File: src/rtl/puf_clear_responder_if.sv
// Clear-request handshake, slot-bank write port and read-back port of the PUF clear responder.
interface puf_clear_responder_if #(
    parameter int ADDR_W = 3,
    parameter int DATA_W = 16
);
    logic              clr;
    logic              clr_done;
    logic              busy;
    logic              osc_en;
    logic              wr_en;
    logic [ADDR_W-1:0] wr_addr;
    logic [DATA_W-1:0] wr_data;
    logic              resp_valid;
    logic [ADDR_W-1:0] rd_addr;
    logic [DATA_W-1:0] rd_data;
    logic              clr_err;

    modport master (
        output clr, rd_data,
        input  clr_done, busy, osc_en, wr_en, wr_addr, wr_data,
               resp_valid, rd_addr, clr_err
    );

    modport slave (
        input  clr, rd_data,
        output clr_done, busy, osc_en, wr_en, wr_addr, wr_data,
               resp_valid, rd_addr, clr_err
    );
endinterface

File: src/rtl/puf_clear_responder.sv
// Clear responder: halt oscillators, settle, wipe the response bank, pulse clr_done.
// Optional read-back verify of the wiped bank is enabled by defining PUF_CLR_VERIFY_EN.
module puf_clear_responder #(
    parameter int DEPTH  = 8,
    parameter int ADDR_W = 3,
    parameter int DATA_W = 16,
    parameter int SETTLE = 4
) (
    input  logic                   clk,
    input  logic                   rst,
    puf_clear_responder_if.slave   bus
);
    localparam int CNT_W = (SETTLE > 1) ? $clog2(SETTLE) : 1;
    localparam logic [CNT_W-1:0]  LAST_CNT  = CNT_W'(SETTLE - 1);
    localparam logic [ADDR_W-1:0] LAST_ADDR = ADDR_W'(DEPTH - 1);

    typedef enum logic [2:0] {IDLE, HALT, WIPE, VERIFY, VDRAIN, DONE} state_t;

    state_t            state, state_nx;
    logic [CNT_W-1:0]  cnt, cnt_nx;
    logic [ADDR_W-1:0] wr_addr, wr_addr_nx;
    logic              wr_en, wr_en_nx;
    logic              osc_en, osc_en_nx;
    logic              busy, busy_nx;
    logic              clr_done, clr_done_nx;
    logic              resp_valid, resp_valid_nx;
    logic [ADDR_W-1:0] rd_addr, rd_addr_nx;
    logic              chk, chk_nx;
    logic              clr_err, clr_err_nx;

    // State register plus all registered outputs
    always_ff @(posedge clk) begin
        if (rst) begin
            state      <= IDLE;
            cnt        <= '0;
            wr_addr    <= '0;
            wr_en      <= 1'b0;
            osc_en     <= 1'b0;
            busy       <= 1'b0;
            clr_done   <= 1'b0;
            resp_valid <= 1'b0;
            rd_addr    <= '0;
            chk        <= 1'b0;
            clr_err    <= 1'b0;
        end else begin
            state      <= state_nx;
            cnt        <= cnt_nx;
            wr_addr    <= wr_addr_nx;
            wr_en      <= wr_en_nx;
            osc_en     <= osc_en_nx;
            busy       <= busy_nx;
            clr_done   <= clr_done_nx;
            resp_valid <= resp_valid_nx;
            rd_addr    <= rd_addr_nx;
            chk        <= chk_nx;
            clr_err    <= clr_err_nx;
        end
    end

    always_comb begin
        state_nx = state;
        case (state)
            IDLE: if (bus.clr) state_nx = HALT;
            HALT: if (cnt == LAST_CNT) state_nx = WIPE;
            WIPE: if (wr_addr == LAST_ADDR) begin
`ifdef PUF_CLR_VERIFY_EN
                state_nx = VERIFY;
`else
                state_nx = DONE;
`endif
            end
`ifdef PUF_CLR_VERIFY_EN
            VERIFY: if (rd_addr == LAST_ADDR) state_nx = VDRAIN;
            VDRAIN: state_nx = DONE;
`endif
            DONE:    state_nx = IDLE;
            default: state_nx = IDLE;
        endcase
    end

    always_comb begin
        cnt_nx        = cnt;
        wr_addr_nx    = wr_addr;
        wr_en_nx      = 1'b0;
        osc_en_nx     = 1'b0;
        busy_nx       = 1'b1;
        clr_done_nx   = 1'b0;
        resp_valid_nx = resp_valid;
        rd_addr_nx    = rd_addr;
        chk_nx        = 1'b0;
        // rd_data answers the address presented one cycle earlier
        clr_err_nx    = clr_err | (chk && (bus.rd_data != '0));
        case (state)
            IDLE: begin
                osc_en_nx = 1'b1;
                busy_nx   = 1'b0;
                if (bus.clr) begin
                    osc_en_nx     = 1'b0;
                    busy_nx       = 1'b1;
                    resp_valid_nx = 1'b0;
                    cnt_nx        = '0;
                    clr_err_nx    = 1'b0;
                end
            end
            HALT: begin
                if (cnt == LAST_CNT) begin
                    wr_en_nx   = 1'b1;
                    wr_addr_nx = '0;
                end else begin
                    cnt_nx = cnt + 1'b1;
                end
            end
            WIPE: begin
                if (wr_addr == LAST_ADDR) begin
                    wr_addr_nx = '0;
`ifndef PUF_CLR_VERIFY_EN
                    clr_done_nx = 1'b1;
`endif
                end else begin
                    wr_en_nx   = 1'b1;
                    wr_addr_nx = wr_addr + 1'b1;
                end
            end
`ifdef PUF_CLR_VERIFY_EN
            VERIFY: begin
                chk_nx     = 1'b1;
                rd_addr_nx = (rd_addr == LAST_ADDR) ? '0 : rd_addr + 1'b1;
            end
            VDRAIN: clr_done_nx = 1'b1;
`endif
            DONE: begin
                osc_en_nx = 1'b1;
                busy_nx   = 1'b0;
`ifdef PUF_CLR_VERIFY_EN
                resp_valid_nx = ~clr_err;
`else
                resp_valid_nx = 1'b1;
`endif
            end
            default: begin
                osc_en_nx = 1'b1;
                busy_nx   = 1'b0;
            end
        endcase
    end

    assign bus.clr_done   = clr_done;
    assign bus.busy       = busy;
    assign bus.osc_en     = osc_en;
    assign bus.wr_en      = wr_en;
    assign bus.wr_addr    = wr_addr;
    assign bus.wr_data    = '0;
    assign bus.resp_valid = resp_valid;
`ifdef PUF_CLR_VERIFY_EN
    assign bus.rd_addr    = rd_addr;
    assign bus.clr_err    = clr_err;
`else
    assign bus.rd_addr    = '0;
    assign bus.clr_err    = 1'b0;
`endif
endmodule

File: src/flat_wrapper.sv
// flat-port wrapper written by rule: the top's interface ports become plain ports
module puf_clear_responder_flat 
#(
    parameter int DEPTH  = 8,
    parameter int ADDR_W = 3,
    parameter int DATA_W = 16,
    parameter int SETTLE = 4
)
  (clk, rst, bus_clr, bus_rd_data, bus_clr_done, bus_busy, bus_osc_en, bus_wr_en, bus_wr_addr, bus_wr_data, bus_resp_valid, bus_rd_addr, bus_clr_err);
  puf_clear_responder_if #(.ADDR_W(ADDR_W), .DATA_W(DATA_W)) bus_i ();
  input  logic clk;
  input  logic rst;
  input wire logic [$bits(bus_i.clr)-1:0] bus_clr;
  input wire logic [$bits(bus_i.rd_data)-1:0] bus_rd_data;
  output wire logic [$bits(bus_i.clr_done)-1:0] bus_clr_done;
  output wire logic [$bits(bus_i.busy)-1:0] bus_busy;
  output wire logic [$bits(bus_i.osc_en)-1:0] bus_osc_en;
  output wire logic [$bits(bus_i.wr_en)-1:0] bus_wr_en;
  output wire logic [$bits(bus_i.wr_addr)-1:0] bus_wr_addr;
  output wire logic [$bits(bus_i.wr_data)-1:0] bus_wr_data;
  output wire logic [$bits(bus_i.resp_valid)-1:0] bus_resp_valid;
  output wire logic [$bits(bus_i.rd_addr)-1:0] bus_rd_addr;
  output wire logic [$bits(bus_i.clr_err)-1:0] bus_clr_err;
  assign bus_i.clr = bus_clr;
  assign bus_i.rd_data = bus_rd_data;
  assign bus_clr_done = bus_i.clr_done;
  assign bus_busy = bus_i.busy;
  assign bus_osc_en = bus_i.osc_en;
  assign bus_wr_en = bus_i.wr_en;
  assign bus_wr_addr = bus_i.wr_addr;
  assign bus_wr_data = bus_i.wr_data;
  assign bus_resp_valid = bus_i.resp_valid;
  assign bus_rd_addr = bus_i.rd_addr;
  assign bus_clr_err = bus_i.clr_err;
  puf_clear_responder #(.DEPTH(DEPTH), .ADDR_W(ADDR_W), .DATA_W(DATA_W), .SETTLE(SETTLE)) u_core (.clk(clk), .rst(rst), .bus(bus_i));
endmodule
File: config.mk
export PLATFORM = sky130hd
export DESIGN_NAME = puf_clear_responder_flat
export DESIGN_NICKNAME = d
export VERILOG_FILES = /design/src/rtl/puf_clear_responder_if.sv /design/src/rtl/puf_clear_responder.sv /design/src/flat_wrapper.sv
export SDC_FILE = /design/constraint.sdc
export NUM_CORES = 1
export LEC_CHECK = 0
export ABC_CLOCK_PERIOD_IN_PS = 3710
export CAP_MARGIN = 20
export CORE_MARGIN = 2
export CORE_UTILIZATION = 38
export DETAILED_ROUTE_END_ITERATION = 12
export PLACE_DENSITY = 0.84
export SYNTH_ARGS = -nofsm -noshare
export SYNTH_HDL_FRONTEND = slang
export SYNTH_SLANG_ARGS = --single-unit
File: constraint.sdc
create_clock -name clk -period 3.71 [get_ports clk]
set_clock_uncertainty 0.05 [all_clocks]
set_input_delay 0.5565 -clock clk [delete_from_list [all_inputs] [get_ports clk]]
set_output_delay 0.5565 -clock clk [all_outputs]
set_load 0.01 [all_outputs]
Yosys cells after proc, flatten, opt, wreduce, memory -nomap -nowiden
Cells that the tools add are included.

Flip-flop bits (word level): 13. Latch bits: 0. Bits in writable memories: 0. ROM bits: 0. Input port bits: 19. Output and inout port bits: 28. Logic and storage cells: 50. Memories: 0.

Add/sub/neg operators: 2. Multipliers: 0. Div/mod/pow operators: 0. $lt $le $gt $ge: 0. Equality and inequality tests: 9. Shifts and indexed selects: 0. Multiplexer cells: 20. Bitwise operators: 1. Reduce and logical (&&, ||, !) cells: 10.

Operators by type and width (number): $mux W3 (5); $pmux W3 S3 (1); $pmux W1 S2 (4); $eq A3 B3 Y1 const B (2); $mux W1 (6); $pmux W3 S2 (1); $reduce_and A3 Y1 (2); $reduce_bool A2 Y1 (3); $mux W2 (2); $ne A2 B1 Y1 const B (2); $ne A2 B2 Y1 const B (2); $pmux W2 S2 (1); $reduce_and A2 Y1 (2); $reduce_or A2 Y1 (2); $add A3 B1 Y3 const B (1); $eq A3 B1 Y1 const B (1); $eq A3 B2 Y1 const B (1); $logic_not A3 Y1 (1); $add A2 B1 Y2 const B (1); $eq A2 B2 Y1 const B (1); $not A1 Y1 (1).

Longest topological paths before layout
Word-level depth: 3. Depth in mapped cells: 4. Mapped depth without buffers: 4.

Worst setup path after synthesis
Ideal clock, no wire load.

Path kind: reg-to-reg. Start point: register u_core.cnt[0]. End point: register u_core.cnt[0]. Setup time: 0.068 ns. Arrival: 1.355 ns. Data required time: 3.592 ns. Setup slack: 2.237 ns. Cell stages (with the launch flop): 5. Path buffers: 0. Clock period less this slack: 1.473 ns. Cells stage by stage: dfxtp_1 > ha_1 > or4b_4 > or2_1 > a21oi_2.

Cells in the longest elaborated chain, start to end: 3. Elaborated cells on any way between the ends: 6. Classes of those cells: add/sub (1); eq/ne (2); mux (2); reduce/logical (1).

Ends and longest elaborated chain: start: declaration (line puf_clear_responder.sv:20) `logic [CNT_W-1:0] cnt, cnt_nx;`; start signal: assignment (line puf_clear_responder.sv:47) `cnt <= cnt_nx;`; $add A2 B1 Y2 / $eq A2 B2 Y1 (equally long branches) (line puf_clear_responder.sv:110, puf_clear_responder.sv:106); $mux W2 / $ne A2 B2 Y1 (equally long branches); $pmux W2 S2 / $reduce_and A3 Y1 (equally long branches).

Parallel ways exist; a longest one is shown, timed or not. The select of a mux whose other input is x is not followed. A chain may end at the register's enable or synchronous reset.

Worst setup path in the final report
Start point: register u_core.wr_addr[2] (netlist: u_core.bus.wr_addr[2]). End point: output bus_wr_addr[2].

RTL lines: start: declaration (line puf_clear_responder.sv:21) `logic [ADDR_W-1:0] wr_addr, wr_addr_nx;`; start signal: assignment (line puf_clear_responder.sv:48) `wr_addr <= wr_addr_nx;`; end: declaration (line flat_wrapper.sv:19) `output wire logic [$bits(bus_i.wr_addr)-1:0] bus_wr_addr;`.

No word-level cell between the ends.

==> reports/metrics.cfg <==
[clock_tree]
cts_root_buffer = sky130_fd_sc_hd__clkbuf_4
clock_sink_count = 13
clock_latency_ns = 0.28
cts_resized = 0
max_root_sink_buffers = 2
clk_pin_slew_ns = 0.08
ctsHoldBuffers = 0
cts_tree = built
cts_buffers = 3
htree_num_levels = 1
postCtsSetupBuffers = 0

[placement]
gpl.final_weighted_congestion = 0.778
detailed_placement_hpwl_um = 852
port_buffers = 10

[final_layout]
insertedDiodeCount = 0
layout_cell_share_with_drive_strength_beyond_1_pct = 8.05
nNetsFinal = 110
area_growth_syn_to_layout_pct = 8.28

[floorplanning]
initial_utilization_pct = 41.1
dieHeight_um = 47.7
core.rowCount = 15
floorplan.die_area_sq_um = 2280
io_pins = 47
die_x_um = 47.7
total_core_area_sq_um = 1760

[drt]
wl_per_cell_um = 10.1
ant_nets = 0
via_count = 503
first_pass_iters = 4
total_length_of_routed_wires_um = 1130
drcViolationCount = 0
first_iter_violations = 5
route.detailed.vias_per_inst = 4.49

[grt]
global_route.overflow_total = 0
largest_net_degree_at_the_start_of_global_routing = 12
first_global_vias = 408
global_route_wire_length_before_repair_um = 1700
grt_use_total_pct = 11.0
grt_util_met3_pct = 4.91
groute.layer.met2.usage_pct = 18.4
antenna_found_initial = 0
grt_most_used_layer = met2
grt.met1_usage_pct = 11.8

[pwr]
power_leakage_uw = 0.000351
p_seq_share_pct = 55.2
power_density_nw_per_um2 = 338
p_sw_uw = 67.9
ir_worst_vdd_mv = 0.193
internal_power_uw = 198
switching_share_pct = 25.6
power.clock.fraction_pct = 32.5
relative_contribution_of_combinational_cells_to_total_power_pct = 12.2

[min_path]
min_path_type = flip-flop to flip-flop

[timing]
layout_min_cycle_time_ns = 1.80
number_of_failing_setup_endpoints_in_the_final_timing_report = 0
timing.fmax_ghz = 0.554
timing.final.hold_violations = 0
fin_hold_ws_ns = 0.425
fin_crit_sh_pct = 48.6
timing.final.max_slew_violations = 0
grt_setup_unrepaired = false
finalSetupTns_ns = 0

[synth]
synth_area_leader_cell = sky130_fd_sc_hd__dfxtp_1
synth_top_area_share_pct = 35.9
ys_ff_latch = 13
ys_top_cells_by_area = sky130_fd_sc_hd__dfxtp_1 36%, sky130_fd_sc_hd__buf_4 21%, sky130_fd_sc_hd__ha_1 5.2%, sky130_fd_sc_hd__nand3_1 2.1%, sky130_fd_sc_hd__nor3_1 2.1%
syn_area_per_cell_sq_um = 9.42
yosysSeqAreaShare_pct = 35.9
yosys.cell_types.count = 32
syn_inst = 77
netlist_area_before_placement_sq_um = 726
ys_warn_count = 0

[critical_path]
peak_per_stage_delay_on_the_critical_path_ns = 0.55
timing.rr.end = u_core.cnt[0]$_SDFFE_PP0P_
timing.critical_path.fanout_max = 3
worstPathRequired_ns = 3.10
crit_path_cell_trace = clkdlybuf4s50_1
setup.worst_path.end_class = primary output
worst_setup_path_start_kind = flip-flop
rr_startpoint = u_core.cnt[0]$_SDFFE_PP0P_
cp-endpoint = bus_wr_addr[2]
worst_path_max_delay_cell = sky130_fd_sc_hd__clkdlybuf4s50_1
path_delay_family = buffers and inverters
timing.setup.critical_path_class = flip-flop to primary output
regToRegSetupSlack_ns = 2.16
worstPathBufferInverterCount = 1
critical_path_depth = 1
crit_start = u_core.bus.wr_addr[2]$_SDFFE_PP0P_
ff2ff_path_depth = 4
worstPathArrival_ns = 1.20

[status]
outcome = finished, final reports clean

[job]
max_cap_violations = 0

==> metal layers <==
layer | up-vias | wire [um]
li1 | 247 | -
met1 | 228 | 455
met2 | 26 | 533
met3 | 2 | 134
met4 | 0 | 10
met5 | - | 0
==> cell type report <==
cell class,instances,area (sq um)
Timing Repair Buffer,10,100
Fill cell,199,978
Multi-Input combinational cell,59,364
Sequential cell,13,260
Clock buffer,4,26.3
Tap cell,25,31.3
Inverter,1,3.75
==> kinds of logic after synthesis <==
kind of cell,share of synthesized area [%]
simple gates,19.3
flops,35.9
other cells,0.517
buf+inv,23.8
compound gates,13.8
fa+ha+maj,5.17
mux,1.55
==> synth_stat cells (all sizes together) <==
cell type   n
a211oi      2
mux2        1
a21o        1
a22o        1
nor4        1
and2b       2
nand3       3
or2         1
ha          3
nor2        4
dfxtp      13
nor2b       1
a21boi      1
nand2       1
conb        1
a2111oi     1
nor3        3
buf        21
a21oi       2
a221oi      1
clkbuf      2
o21ai       1
and3        2
a2bb2oi     1
a32o        1
nand2b      1
or4b        2
inv         1
or2b        2
==> power groups by stage <==
stage	Clock (uW)	Sequential (uW)	Combinational, uW
after floorplan	0	150	39.6
after global placement	0	149	31.4
after detailed placement	0	150	32.3
after CTS	92.2	147	32.3
after global routing	97.5	148	36.2
final	86.5	147	32.5
==> how the worst min path moves through the flow <==
stage | start | endpoint | slack [ns] | cells after the start
after floorplan | u_core.cnt[1]$_SDFFE_PP0P_ | u_core.cnt[1]$_SDFFE_PP0P_ | 0.40 | 2
after global placement | u_core.cnt[1]$_SDFFE_PP0P_ | u_core.cnt[1]$_SDFFE_PP0P_ | 0.41 | 2
after detailed placement | u_core.cnt[1]$_SDFFE_PP0P_ | u_core.cnt[1]$_SDFFE_PP0P_ | 0.42 | 2
after CTS | u_core.cnt[1]$_SDFFE_PP0P_ | u_core.cnt[1]$_SDFFE_PP0P_ | 0.43 | 2
after global routing | u_core.cnt[1]$_SDFFE_PP0P_ | u_core.cnt[1]$_SDFFE_PP0P_ | 0.45 | 2
final | u_core.cnt[1]$_SDFFE_PP0P_ | u_core.cnt[1]$_SDFFE_PP0P_ | 0.43 | 2
==> flip-flops by register name, indices dropped and copies added (netlist names) <==
| signal | flops |
|---|---|
| u_core.bus.busy | 1 |
| u_core.bus.clr_done | 1 |
| u_core.bus.osc_en | 1 |
| u_core.bus.resp_valid | 1 |
| u_core.bus.wr_addr | 3 |
| u_core.bus.wr_en | 1 |
| u_core.cnt | 2 |
| u_core.state | 3 |
==> placed cells by master (no fill, tap or decap), types with 2 or more instances in the layout <==
cell type / n
sky130_fd_sc_hd__nor3_1: 3
sky130_fd_sc_hd__dfxtp_1: 13
sky130_fd_sc_hd__clkdlybuf4s50_1: 10
sky130_fd_sc_hd__clkbuf_4: 3
sky130_fd_sc_hd__a211oi_1: 2
sky130_fd_sc_hd__and3_1: 2
sky130_fd_sc_hd__or2b_1: 2
sky130_fd_sc_hd__and2b_1: 2
sky130_fd_sc_hd__nand3_1: 3
sky130_fd_sc_hd__conb_1: 20
sky130_fd_sc_hd__nor2_1: 4
sky130_fd_sc_hd__ha_1: 3
==> through the flow <==
stage               cells  cell area, sq um  power (uW)  util, %  setup slack, ns
floorplan              96               797         189        -             2.24
global placement      108               759         181     43.0             1.83
detailed placement    108               759         182     43.0             1.80
CTS                   112               786         271     44.5             1.88
global route          112               786         281     44.5             1.84
finish                112               786         266     44.5             1.91
Note: power is estimated with default switching activity, not from simulation.
